## src/rtl/decode_stage.sv

```systemverilog
// D stage of the 5-stage MIPS pipeline: register file, operand forwarding, early branch/jump
// resolution and the D/E pipeline register.
module decode_stage #(
  parameter bit GRF_BYPASS = 1'b1,
  parameter bit FWD_M      = 1'b1
) (
  input  logic        clk,
  input  logic        reset,
  input  logic        stall,
  input  logic [31:0] d_instr,
  input  logic [31:0] d_pc,
  input  logic        w_we,
  input  logic [4:0]  w_addr,
  input  logic [31:0] w_data,
  input  logic        m_we,
  input  logic [4:0]  m_addr,
  input  logic [31:0] m_data,
  output logic [4:0]  d_rs,
  output logic [4:0]  d_rt,
  output logic [31:0] next_pc,
  output logic [1:0]  pc_src,
  output logic [31:0] e_instr,
  output logic [31:0] e_pc,
  output logic [31:0] e_rs_val,
  output logic [31:0] e_rt_val,
  output logic [31:0] e_imm
);

  localparam logic [5:0] OpRtype = 6'h00;
  localparam logic [5:0] OpJ     = 6'h02;
  localparam logic [5:0] OpJal   = 6'h03;
  localparam logic [5:0] OpBeq   = 6'h04;
  localparam logic [5:0] OpOri   = 6'h0d;
  localparam logic [5:0] OpLui   = 6'h0f;
  localparam logic [5:0] FnJr    = 6'h08;

  logic [31:0] r_grf [32];
  logic [31:0] r_e_instr, r_e_pc, r_e_rs_val, r_e_rt_val, r_e_imm;

  logic [5:0]  w_op, w_funct;
  logic [15:0] w_imm16;
  logic [31:0] w_sext, w_imm, w_rs_val, w_rt_val, w_pc_plus4;
  logic        w_is_beq, w_is_j, w_is_jr;

  assign w_op      = d_instr[31:26];
  assign w_funct   = d_instr[5:0];
  assign w_imm16   = d_instr[15:0];
  assign d_rs      = d_instr[25:21];
  assign d_rt      = d_instr[20:16];
  assign w_sext    = {{16{w_imm16[15]}}, w_imm16};
  assign w_pc_plus4 = d_pc + 32'd4;

  // Operand priority: $0, then M result, then W write-through, then the register file.
  function automatic logic [31:0] read_op(input logic [4:0] addr, input logic [31:0] grf_val,
                                          input logic mwe, input logic [4:0] maddr,
                                          input logic [31:0] mdata, input logic wwe,
                                          input logic [4:0] waddr, input logic [31:0] wdata);
    if (addr == 5'd0)                               return 32'd0;
    else if (FWD_M && mwe && maddr == addr)         return mdata;
    else if (GRF_BYPASS && wwe && waddr == addr)    return wdata;
    else                                            return grf_val;
  endfunction

  assign w_rs_val = read_op(d_rs, r_grf[d_rs], m_we, m_addr, m_data, w_we, w_addr, w_data);
  assign w_rt_val = read_op(d_rt, r_grf[d_rt], m_we, m_addr, m_data, w_we, w_addr, w_data);

  assign w_is_beq = (w_op == OpBeq);
  assign w_is_j   = (w_op == OpJ) || (w_op == OpJal);
  assign w_is_jr  = (w_op == OpRtype) && (w_funct == FnJr);

  always_comb begin
    unique case (w_op)
      OpOri:   w_imm = {16'h0, w_imm16};
      OpLui:   w_imm = {w_imm16, 16'h0};
      default: w_imm = w_sext;
    endcase
  end

  always_comb begin
    pc_src  = 2'b00;
    next_pc = w_pc_plus4;
    if (w_is_beq && (w_rs_val == w_rt_val)) begin
      pc_src  = 2'b01;
      next_pc = w_pc_plus4 + {w_sext[29:0], 2'b00};
    end else if (w_is_j) begin
      pc_src  = 2'b10;
      next_pc = {d_pc[31:28], d_instr[25:0], 2'b00};
    end else if (w_is_jr) begin
      pc_src  = 2'b11;
      next_pc = w_rs_val;
    end
    // F is frozen during a stall, so no redirect may be taken.
    if (stall) pc_src = 2'b00;
  end

  always_ff @(posedge clk) begin
    if (reset) begin
      for (int i = 0; i < 32; i++) r_grf[i] <= 32'd0;
    end else if (w_we && (w_addr != 5'd0)) begin
      r_grf[w_addr] <= w_data;
    end
  end

  always_ff @(posedge clk) begin
    if (reset || stall) begin
      r_e_instr  <= 32'd0;
      r_e_pc     <= 32'd0;
      r_e_rs_val <= 32'd0;
      r_e_rt_val <= 32'd0;
      r_e_imm    <= 32'd0;
    end else begin
      r_e_instr  <= d_instr;
      r_e_pc     <= d_pc;
      r_e_rs_val <= w_rs_val;
      r_e_rt_val <= w_rt_val;
      r_e_imm    <= w_imm;
    end
  end

  assign e_instr  = r_e_instr;
  assign e_pc     = r_e_pc;
  assign e_rs_val = r_e_rs_val;
  assign e_rt_val = r_e_rt_val;
  assign e_imm    = r_e_imm;

endmodule

```

## config.mk

```make
export PLATFORM = sky130hd
export DESIGN_NAME = decode_stage
export DESIGN_NICKNAME = d
export VERILOG_FILES = /design/src/rtl/decode_stage.sv
export SDC_FILE = /design/constraint.sdc
export NUM_CORES = 2
export LEC_CHECK = 0
export CAP_MARGIN = 20
export CELL_PAD_IN_SITES_DETAIL_PLACEMENT = 0
export CELL_PAD_IN_SITES_GLOBAL_PLACEMENT = 1
export CORE_ASPECT_RATIO = 0.75
export CORE_MARGIN = 10
export CORE_UTILIZATION = 28
export CTS_CLUSTER_SIZE = 20
export DETAILED_ROUTE_END_ITERATION = 12
export PLACE_DENSITY_LB_ADDON = 0.1
export SLEW_MARGIN = 40
export SYNTH_ARGS = -nofsm -noshare
export SYNTH_HDL_FRONTEND = slang
export SYNTH_SLANG_ARGS = --single-unit
```

## constraint.sdc

```tcl
create_clock -name clk -period 10.5 [get_ports clk]
set_input_delay 3.15 -clock clk [delete_from_list [all_inputs] [get_ports clk]]
set_output_delay 3.15 -clock clk [all_outputs]
set_load 0.1 [all_outputs]
```

==> impl_metrics.toml <==
[die]
floorplan.initialDensity = 0.281
chipWidth_um = 570
design.core.area_um2 = 226000
die-height_um = 432
fp.dieArea_um2 = 246000
pin_count = 347
std_cell_rows = 151

[synth]
synthesis.area_um2 = 63500
synth_fa_ha_area_frac = 0.00760
yosys_most_used_dff = "sky130_fd_sc_hd__edfxtp_1"
synth_compound_gate_area_share = 0.0537
synth-simple-area-share = 0.144
synth_xor_area_frac = 0.0142
yosysUniqueCellTypes = 77
post_synth_mux_area_share = 0.208
async_flop_share = 0
synth_warnings = 0
synth_top_cells_by_area = "sky130_fd_sc_hd__edfxtp_1, sky130_fd_sc_hd__mux4_2, sky130_fd_sc_hd__and2_1"
synth_top_cell_by_area = "sky130_fd_sc_hd__edfxtp_1"
ys_seq_elements = 1184
synth_edf_count = 1024
average_footprint_of_a_synthesized_cell_um2 = 13.5
synth.yosys.seq_area_share = 0.535
synth_cells = 4693
netlist.area_leader.share = 0.484
synth_top_family_by_area = "multiplexers"

[worst_setup_path]
start_point_of_the_critical_path = "d_instr[16]"
critical-path-slowest-cell = "sky130_fd_sc_hd__mux4_2"
worstReg2RegEnd = "e_rs_val[14]$_SDFF_PP0_"
worst-endpoint-arrival_ns = 7.24
critPathBufInv = 7
timing.critical_path.cells = "buf_16 -> buf_16 -> buf_16 -> buf_12 -> mux4_2 -> a22oi_1 -> a21oi_1 -> o21ai_0 -> nand2_1 -> a22o_1 -> xnor2_2 -> nand4_1 -> nor4_2 -> buf_4 -> nand2_8 -> buf_12 -> mux2_4 -> buf_12"
cp.depth = 18
crit_required_ns = 7.35
critical_path_endpoint = "next_pc[22]"
critPathLaunchType = "input pin"
critPathTopFamily = "buffers and inverters"
reg2regPathDepth = 11
largest_driver_fanout_on_the_critical_path = 15
timing.setup.critical_path_class = "in -> out"
worst-r2r-setup-slack_ns = 7.86
crit_path_max_incr_delay_ns = 0.53
critical_path.endpoint_type = "output pin"
crit-reg2reg-launch = "r_grf[23][14]$_SDFFCE_PN0P_"

[min_path]
whs_path_depth = 6
worstHoldPathType = "reg -> reg"

[sta]
layout_min_cycle_time_ns = 10.39
clock_skew_ns = 0.0424
unrepaired_setup_endpoints_after_global_routing = "true"
worst_slew_pin_slew_ns = 0.873
final_hold_viol_count = 0
max_freq_ghz = 0.0962
setup-violations-final = 0
layout_worst_path_cycle_share = 0.990
number_of_max_slew_violations_in_the_final_report = 0
slew_headroom = 0.418
hold_ws_ns = 1.18

[layout]
layout_commonest_cell = "sky130_fd_sc_hd__edfxtp_1"
drive_gt1_frac = 0.354
highest_count_cells_in_the_layout_ignoring_fill_and_taps = "sky130_fd_sc_hd__edfxtp_1, sky130_fd_sc_hd__buf_4, sky130_fd_sc_hd__and2_1"
fillers = 21800
register_area_um2 = 34000
layout.nets = 5776
syn_to_final_growth_pct = 27.6
multiInputGateArea_um2 = 28100

[routing]
postRouteAntennaNets = 0
remaining_drc_errors = 0
drtIter0Drc = 5687
firstDrtPassIters = 7
detailroute.via_count = 47300
wl_per_instance_um = 36.9
vias_per_cell = 5.45
postRouteWirelength_um = 321000

[cts]
numCtsBuffers = 149
cts-root-to-sink-buffers = 4
clkSinkCount = 1184
post_cts_hold_buffer_count = 0
path_clk_slew_ns = 0.06
cts_tree = "done"
clock_tree.htree_level_count = 4
worst_skew_pair.late_latency_ns = 0.84
clock-root-buffer = "sky130_fd_sc_hd__clkbuf_16"

[power]
overall_power_uw = 13100
irDropWorstVdd_mv = 0.112
power_density_nw_per_um2 = 162
total_leakage_power_uw = 0.0295

[grt]
globalRouteOverflowTotal = 0
grt_max_degree = 61
grt_pass1_vias = 46100
global_route.usage.total = 0.251
antenna_violations_before_repair = 41
first_pass_grt_wire_length_um = 428000

[placement]
rd_place_congestion = 0.934
detailed_place_hpwl_um = 227000
port-buffer-count = 346

[run]
cap_violations = 0

[outcome]
run_status = "completed"
synthesized netlist by cell type (all sizes together) (13+ instances only):
master,n
o2111ai,15
a31oi,17
nand2,134
and2,752
nand2b,13
ha,37
buf,167
a21o,15
o21ai,105
edfxtp,1024
nor2b,26
mux4,514
clkbuf,318
a22oi,100
nand3,61
xor2,37
nor3,349
a21oi,116
a311oi,17
dfxtp,160
or2,39
mux2i,117
a22o,16
nand4,34
mux2,36
nor2,183
and3,17
inv,43
o22ai,31
xnor2,66
area by class of cell:
cell class | instances | share of cell area
diodes | 8 | 0.000247
clock buffers | 180 | 0.0479
clock inverters | 73 | 0.00650
inverters | 43 | 0.00199
multi-input cells | 3012 | 0.346
flip-flops and latches | 1184 | 0.419
well taps | 2983 | 0.0461
repair buffers | 1205 | 0.132
worst min path at each step:
stage | end | slack [ns] | startpoint
floorplan | e_rt_val[3]$_SDFF_PP0_ | 0.77 | r_grf[4][3]$_SDFFCE_PN0P_
finish | e_rt_val[13]$_SDFF_PP0_ | 1.18 | r_grf[20][13]$_SDFFCE_PN0P_
global route | e_rt_val[13]$_SDFF_PP0_ | 1.23 | r_grf[16][13]$_SDFFCE_PN0P_
global placement | e_rs_val[27]$_SDFF_PP0_ | 1.16 | r_grf[19][27]$_SDFFCE_PN0P_
CTS | e_rt_val[13]$_SDFF_PP0_ | 1.18 | r_grf[20][13]$_SDFFCE_PN0P_
detailed placement | e_rs_val[27]$_SDFF_PP0_ | 1.16 | r_grf[22][27]$_SDFFCE_PN0P_
sequential cells by signal, indices dropped and copies added (netlist names):
signal,flops
e_pc,32
r_grf,1024
e_imm,32
e_rt_val,32
e_rs_val,32
e_instr,32
through the flow:
step | setup slack [ns] | instance area (um^2) | util | setup TNS, ns | cells
after floorplan | -0.382 | 63600 | - | -3.86 | 4724
after global placement | -0.769 | 75900 | 0.336 | -7.52 | 8371
after detailed placement | -0.686 | 75500 | 0.334 | -5.43 | 8392
after CTS | 0.00426 | 80300 | 0.356 | 0 | 8649
after global routing | -0.0293 | 81000 | 0.359 | -0.0601 | 8682
final | 0.106 | 81000 | 0.359 | 0 | 8688
timing repair:
item | 4_1_cts | 5_1_grt
resized for setup | 94 | 89
cloned | 0 | 6
buffers inserted | 5 | 25
endpoints found under the setup margin | 30 | 31
pin swaps | 28 | 24
logic make-up after synthesis:
family | Yosys count
and+or+nand+nor | 1656
xor gates and xnor gates | 103
muxes | 667
DFF | 1184
other | 1
buffers and inverters | 528
adders and majority gates | 38
AOI/OAI and AO/OA | 516
layer usage:
layer  wire, um  vias up  part of all wire  GRT usage
met4       7680        4             0.024     0.0530
met1     149000    25300              0.46      0.377
met2     140000     1985              0.44      0.375
met5         22        -          0.000069          0
li1           -    19800                 -          -
met3      24600      317             0.077     0.0481
worst reg2reg max path, cell delays in order, from the launching register on:
cell and delay [ns]:
sky130_fd_sc_hd__edfxtp_1 0.38, sky130_fd_sc_hd__mux4_2 0.55, sky130_fd_sc_hd__a22oi_1 0.31, sky130_fd_sc_hd__buf_4 0.17, sky130_fd_sc_hd__a21oi_1 0.06, sky130_fd_sc_hd__a21oi_1 0.13, sky130_fd_sc_hd__o21ai_0 0.10, sky130_fd_sc_hd__buf_4 0.13
sky130_fd_sc_hd__a22o_1 0.23, sky130_fd_sc_hd__buf_4 0.15, sky130_fd_sc_hd__buf_4 0.17, sky130_fd_sc_hd__and2_1 0.14
report_power, final:
group	switching (uW)	internal [uW]
Sequential	120	5360
Clock	2160	2770
Combinational	1690	1010
Total	3970	9140
No activity file was read; power rests on OpenSTA's default activity.
